File: src/rtl/acc_sequencer.sv
// Accumulator operand/writeback sequencer around an external 9-bit ALU.
// Accepts one command at a time, drives the ALU for one cycle, retires on DONE.
module acc_sequencer #(
    parameter int WIDTH = 9
) (
    input  logic             CLK,
    input  logic             RST_N,
    input  logic             CMD_VALID,
    output logic             CMD_READY,
    input  logic [2:0]       CMD_OP,
    input  logic [WIDTH-1:0] CMD_DATA,
    output logic [1:0]       ALU_SEL,
    output logic [WIDTH-1:0] ALU_AC,
    output logic [WIDTH-1:0] ALU_DR,
    input  logic [WIDTH-1:0] ALU_OUT,
    input  logic             ALU_CARRY,
    output logic [WIDTH-1:0] AC_OUT,
    output logic             C_FLAG,
    output logic             Z_FLAG,
    output logic             DONE,
    output logic             ERR
);

    localparam logic [2:0] OP_LDAC = 3'b000;
    localparam logic [2:0] OP_ADD  = 3'b001;
    localparam logic [2:0] OP_SUB  = 3'b010;
    localparam logic [2:0] OP_AND  = 3'b011;
    localparam logic [2:0] OP_CLAC = 3'b100;
    localparam logic [2:0] OP_INAC = 3'b101;

    typedef enum logic [1:0] {
        IDLE = 2'd0,
        EXEC = 2'd1,
        WB   = 2'd2
    } state_t;

    state_t           state;
    logic [2:0]       op;
    logic [WIDTH-1:0] ac;
    logic [WIDTH-1:0] dr;
    logic [1:0]       sel;
    logic             rdy;
    logic             c;
    logic             z;
    logic             done;
    logic             err;

    logic [WIDTH-1:0] ac_nxt;
    logic             c_nxt;
    logic             bad_op;

    function automatic logic [1:0] sel_of(input logic [2:0] o);
        logic [1:0] s;
        s = 2'b10;
        unique case (1'b1)
            (o == OP_ADD),
            (o == OP_INAC): s = 2'b00;
            (o == OP_SUB):  s = 2'b01;
            default:        s = 2'b10;
        endcase
        return s;
    endfunction

    // Result selection for the edge that ends EXEC.
    always_comb begin
        ac_nxt = ac;
        c_nxt  = c;
        bad_op = 1'b0;
        unique case (1'b1)
            (op == OP_ADD),
            (op == OP_SUB),
            (op == OP_INAC): begin
                ac_nxt = ALU_OUT;
                c_nxt  = ALU_CARRY;
            end
            (op == OP_AND):  ac_nxt = ALU_OUT;
            (op == OP_LDAC): ac_nxt = dr;
            (op == OP_CLAC): begin
                ac_nxt = '0;
                c_nxt  = 1'b0;
            end
            default:         bad_op = 1'b1;
        endcase
    end

    always_ff @(posedge CLK) begin
        if (!RST_N) begin
            state <= IDLE;
            op    <= '0;
            ac    <= '0;
            dr    <= '0;
            sel   <= 2'b00;
            rdy   <= 1'b1;
            c     <= 1'b0;
            z     <= 1'b1;
            done  <= 1'b0;
            err   <= 1'b0;
        end else begin
            unique case (state)
                IDLE: begin
                    done <= 1'b0;
                    if (CMD_VALID && rdy) begin
                        op  <= CMD_OP;
                        sel <= sel_of(CMD_OP);
                        rdy <= 1'b0;
                        unique case (1'b1)
                            (CMD_OP == OP_LDAC),
                            (CMD_OP == OP_ADD),
                            (CMD_OP == OP_SUB),
                            (CMD_OP == OP_AND):
                                dr <= CMD_DATA;
                            (CMD_OP == OP_INAC):
                                dr <= WIDTH'(1);
                            (CMD_OP == OP_CLAC):
                                dr <= '0;
                            default: ;
                        endcase
                        state <= EXEC;
                    end
                end
                EXEC: begin
                    ac    <= ac_nxt;
                    c     <= c_nxt;
                    z     <= (ac_nxt == '0);
                    err   <= err | bad_op;
                    done  <= 1'b1;
                    state <= WB;
                end
                WB: begin
                    done  <= 1'b0;
                    rdy   <= 1'b1;
                    state <= IDLE;
                end
                default: begin
                    done  <= 1'b0;
                    rdy   <= 1'b1;
                    state <= IDLE;
                end
            endcase
        end
    end

    assign CMD_READY = rdy;
    assign ALU_SEL   = sel;
    assign ALU_AC    = ac;
    assign ALU_DR    = dr;
    assign AC_OUT    = ac;
    assign C_FLAG    = c;
    assign Z_FLAG    = z;
    assign DONE      = done;
    assign ERR       = err;

endmodule

File: config.mk
export PLATFORM = sky130hd
export DESIGN_NAME = acc_sequencer
export DESIGN_NICKNAME = d
export VERILOG_FILES = /design/src/rtl/acc_sequencer.sv
export SDC_FILE = /design/constraint.sdc
export NUM_CORES = 1
export LEC_CHECK = 0
export CORE_MARGIN = 2
export CORE_UTILIZATION = 43
export DETAILED_ROUTE_END_ITERATION = 10
export HOLD_SLACK_MARGIN = 0.02
export MAX_ROUTING_LAYER = met4
export PLACE_DENSITY = 0.76
export SLEW_MARGIN = 10
export SYNTH_ARGS = -nofsm -noshare
export SYNTH_HDL_FRONTEND = slang
export SYNTH_SLANG_ARGS = --single-unit
File: constraint.sdc
create_clock -name CLK -period 1.8 [get_ports CLK]
set_input_delay 0.36 -clock CLK [delete_from_list [all_inputs] [get_ports CLK]]
set_output_delay 0.36 -clock CLK [all_outputs]
set_load 0.01 [all_outputs]
* After elaboration in Yosys (flattened, before gate mapping)
Index checks and enable logic that the tools add are counted.
** Storage, ports and cells
- Bits in registers :: 30
- Latch bits :: 0
- Memory bits (writable) :: 0
- Memory bits (read-only) :: 0
- Output and inout bits :: 34
- Memories :: 0
** Cells by class
- Add/subtract/negate cells :: 0
- Multiply operators :: 0
- Divide/modulo/power cells :: 0
- Order comparisons :: 0
- Equal/unequal tests :: 12
- Shifts and indexed selects :: 0
- Mux-type cells :: 10
- Bitwise logic cells :: 2
- Reduce and logical (&&, ||, !) cells :: 16
** Operators by type and width (number)
- $pmux W9 S3 :: 2
- $eq A3 B2 Y1 const B :: 4
- $eq A3 B3 Y1 const B :: 4
- $logic_not A9 Y1 :: 1
- $pmux W2 S2 :: 2
- $reduce_or A4 Y1 :: 2
- $eq A3 B1 Y1 const B :: 2
- $logic_not A3 Y1 :: 2
- $reduce_and A2 Y1 :: 3
- $reduce_or A6 Y1 :: 1
- $pmux W1 S2 :: 2
- $mux W1 :: 3
- $reduce_and A3 Y1 :: 1
- $reduce_bool A3 Y1 :: 1
- $reduce_or A3 Y1 :: 1
- $eq A2 B1 Y1 const B :: 1
- $logic_not A2 Y1 :: 1
- $mux W2 :: 1
- $ne A2 B2 Y1 const B :: 1
- $reduce_bool A2 Y1 :: 1
- $reduce_or A2 Y1 :: 1
- $logic_and A1 B1 Y1 :: 1
- $not A1 Y1 :: 1
- $or A1 B1 Y1 :: 1

* Longest topological paths before layout
- Depth in word-level cells :: 4
- Mapped depth :: 7

* Least setup slack after synthesis
No wires, ideal clock.
- Path kind :: reg-to-reg
- Start :: register op[1]
- End :: register z, in the netlist Z_FLAG
- Setup time :: 0.084 ns
- Arrival :: 1.350 ns
- Data required time :: 1.716 ns
- Setup slack :: 0.366 ns
- Stages on the path, launching flop included :: 7
- Buffers on the path :: 2
- Path through :: dfxtp_1 -> buf_6 -> buf_8 -> a22o_1 -> a222oi_1 -> nand4_1 -> o31ai_2
** On the way
- Longest elaborated chain between the ends :: 4
- Elaborated cells between the ends (all ways) :: 9
- Classes of those cells :: eq/ne: 5; mux: 1; reduce/logical: 3
** Ends and longest elaborated chain
- start, declared :: RTL line 38 : logic [2:0] op;
- start signal, assigned :: RTL line 89 : op <= '0;
- start signal, assigned :: RTL line 103 : op <= CMD_OP;
- $eq A3 B1 Y1 (tied with other cells) :: RTL line 70 : (op == OP_ADD),
- $reduce_or A4 Y1 (no line)
- $pmux W9 S3 (*) :: RTL line 69 : unique case (1'b1)
- $logic_not A9 Y1 (*) :: RTL line 124 : z <= (ac_nxt == '0);
- end signal, assigned :: RTL line 124
- end, declared :: RTL line 44 : logic z;
Mark *: on every way between the ends. The rest lies on a longest branch, timed or not.
A chain may end at the register's enable or synchronous reset.

* Final worst setup path
- Start :: register dr[0], in the netlist ALU_DR[0]
- End :: output ALU_DR[0]
** RTL lines
- start, declared :: RTL line 40 : logic [WIDTH-1:0] dr;
- start signal, assigned :: RTL line 91 : dr <= '0;
- start signal, assigned :: RTL line 111 : dr <= CMD_DATA;
- start signal, assigned :: RTL line 113 : dr <= WIDTH'(1);
- end, declared :: RTL line 14 : output logic [WIDTH-1:0] ALU_DR,
No word-level cell between the ends.

==> results.py <==
metrics = {
    "outcome": {
        "status": "finished, final reports clean",
    },
    "global_routing": {
        "grt_max_degree": 31,
        "gr-usage-all-layers": 0.200,
        "antenna_found_initial": 0,
        "overflow": 0,
        "grt_pass1_vias": 1332,
        "grt_first_pass_wirelength_um": 6000,
    },
    "clock_tree": {
        "cts_buffers": 5,
        "clock-sinks": 30,
        "hold_buffers": 0,
        "clockBufferDepth": 2,
        "root_buffer": "clkbuf_4",
        "cts_tree": "done",
        "cts_setup_buffers": 0,
        "post_cts_resized": 0,
        "htreeDepth": 2,
        "clock_latency_ns": 0.33,
        "clkTransAtPathRegs_ns": 0.10,
    },
    "finish": {
        "syn2layout_area_growth_pct": 42.6,
        "design_area_mm2": 0.00208,
        "regArea_um2": 601,
        "finalNonFillerCells": 260,
        "nFillCells": 309,
        "layout-drive-gt1-share": 0.0981,
        "diodes": 0,
        "utilization": 0.629,
        "fin_nets": 238,
        "multi_input_area_um2": 706,
    },
    "power_and_ir_drop": {
        "power.density_mw_per_mm2": 758,
        "internal-power_mw": 1.12,
        "pwr-share-seq": 0.474,
        "ir_drop_uv": 401,
        "p_comb_frac": 0.253,
        "p_sw_frac": 0.290,
        "total_power_mw": 1.58,
        "p_clk_frac": 0.272,
        "p_leak_nw": 0.862,
        "p_switching_uw": 458,
    },
    "critical_path": {
        "start_kind": "flop",
        "setup.worst_path.start": "ALU_DR[0]",
        "crit_path_end_kind": "primary output",
        "r2r_slack_ns": 0.19,
        "critPathTopFamily": "buffers and inverters",
        "critPathSlowestCell": "clkdlybuf4s50_1",
        "max_stage_delay_ns": 0.56,
        "r2r-end": "Z_FLAG",
        "r2r_cells": 5,
        "cp_cell_sequence": "clkdlybuf4s50_1",
        "worstSetupEndpoint": "ALU_DR[0]",
        "r2r-start": "op[0]",
        "crit_cells": 1,
        "critPathMaxFanout": 4,
        "cp.arrival_ns": 1.32,
        "critPathKind": "reg2out",
        "cp.required_ns": 1.44,
        "crit_buf_inv": 1,
    },
    "placed_design": {
        "hpwl_um": 2650,
        "place.gp.congestion": 0.775,
        "dp_cells": 252,
        "place_area_mm2": 0.00202,
        "io_buffers": 58,
        "post-place-ws_ns": -0.0383,
    },
    "flow_run": {
        "maxCapViolCount": 0,
    },
    "die": {
        "chipHeight_um": 62.3,
        "core_area_mm2": 0.00331,
        "rows": 21,
        "initial_utilization": 0.441,
        "pin_count": 59,
        "die_area_mm2": 0.00388,
        "die_w_um": 62.3,
    },
    "sta": {
        "final.setup.tns_ns": 0,
        "period_needed_ns": 1.68,
        "slew_headroom": 0.747,
        "rsz0062_at_grt": "false",
        "max_freq_mhz": 597,
        "worst_slack_ns": 0.124,
        "holdWs_ns": 0.476,
        "setup_viol": 0,
        "tightest_slew_ns": 0.380,
        "fin_crit_sh": 0.931,
        "fin_skew_ns": 0.00262,
        "finalHoldViolCount": 0,
        "slew_violations": 0,
    },
    "synth": {
        "synth_top_area_cell": "dfxtp_1",
        "synth_warnings": 0,
        "syn_nets": 184,
        "syn_area_mm2": 0.00146,
        "synth_area_leaders": "dfxtp_1 (41%), o211a_1 (6.2%), a222oi_1 (5.5%)",
        "synth_flop_cell": "dfxtp_1",
        "async_flop_share": 0,
        "yosysTopAreaCellShare": 0.411,
        "ys_seq_area_frac": 0.411,
        "syn_area_per_cell_um2": 9.19,
        "synth_edf_count": 0,
        "synthCells": 159,
        "synth-seq-cells": 30,
        "synth.distinct_cells": 35,
    },
    "drt": {
        "remaining_drc_errors": 0,
        "via_count": 1412,
        "first_iter_violations": 109,
        "viasPerCell": 5.43,
        "ant_nets": 0,
        "wl_per_cell_um": 13.9,
        "routed_wl_um": 3610,
        "dr.pass1.iters": 6,
    },
    "hold_path": {
        "min_path_type": "reg2reg",
    },
}
-- layout make-up --
class	instances	share of cell area
Sequential cell	30	0.288
Clock inverter	2	0.00601
Multi-Input combinational cell	106	0.339
Timing Repair Buffer	66	0.308
Tap cell	46	0.0276
Inverter	4	0.00721
Clock buffer	6	0.0246
-- worst min path at each step --
stage                     from    endpoint  slack, ns  cells after the start
floorplan            CMD_OP[2]   ALU_DR[0]       0.45                      1
global placement    ALU_SEL[1]  ALU_SEL[1]       0.45                      2
detailed placement  ALU_SEL[1]  ALU_SEL[1]       0.46                      2
CTS                 ALU_SEL[1]  ALU_SEL[1]       0.48                      2
global route        ALU_SEL[0]  ALU_SEL[0]       0.52                      2
finish              ALU_SEL[0]  ALU_SEL[0]       0.48                      2
-- cell families after synthesis --
logic type	Yosys count	synth area share
flip-flops	30	0.411
buffers and inverters	23	0.106
multiplexers	1	0.00685
AO/OA/AOI/OAI	53	0.296
AND/OR/NAND/NOR	52	0.180
-- layout by cell type (no fill, tap or decap), drive strengths merged, types with 3 or more instances in the layout --
master         instances
clkdlybuf4s50         58
dfxtp                 30
nand2                 20
nor2b                 11
a22oi                  9
o211a                  9
a222oi                 8
buf                    8
a22o                   8
nor2                   6
clkbuf                 6
a21oi                  5
a21boi                 5
o21ai                  4
inv                    4
and2                   4
nand3                  3
-- power by group through the flow --
stage	registers [mW]	clock network [mW]	logic, mW
5_1_grt	0.756	0.473	0.432
6_report	0.749	0.430	0.400
4_1_cts	0.748	0.437	0.402
2_1_floorplan	0.771	0	0.208
3_3_place_gp	0.761	0	0.391
3_5_place_dp	0.764	0	0.400
-- state kept, by name (all words and copies together) (netlist names) --
register   count
AC_OUT         9
ALU_DR         9
ALU_SEL        2
CMD_READY      1
C_FLAG         1
DONE           1
ERR            1
Z_FLAG         1
op             3
state          2
-- routing by layer --
metal,global-route usage,vias up,share of wire
met2,0.337,57,0.51
met5,-,-,0
met4,0.0833,0,0.014
met1,0.228,662,0.42
met3,0.0471,5,0.062
li1,-,688,-
-- Yosys cell counts (2+ instances only) --
cell type and n:
nor2b_1 11, dfxtp_1 30, and2_1 3, buf_6 3, a21boi_0 5, o21ai_0 4, a22oi_1 9, clkbuf_1 5
buf_4 9, nor2_1 5, nand2_1 20, and3_1 2, a222oi_1 8, o211a_1 9, inv_1 4, a21oi_1 5
nand3_1 3, a22o_1 7
-- worst min-delay path, cell delays in order, from the launching register on --
cell,delay [ns]
dfxtp_1,0.32
nand2_1,0.05
a21boi_0,0.07
Note: power is estimated with default switching activity, not from simulation.
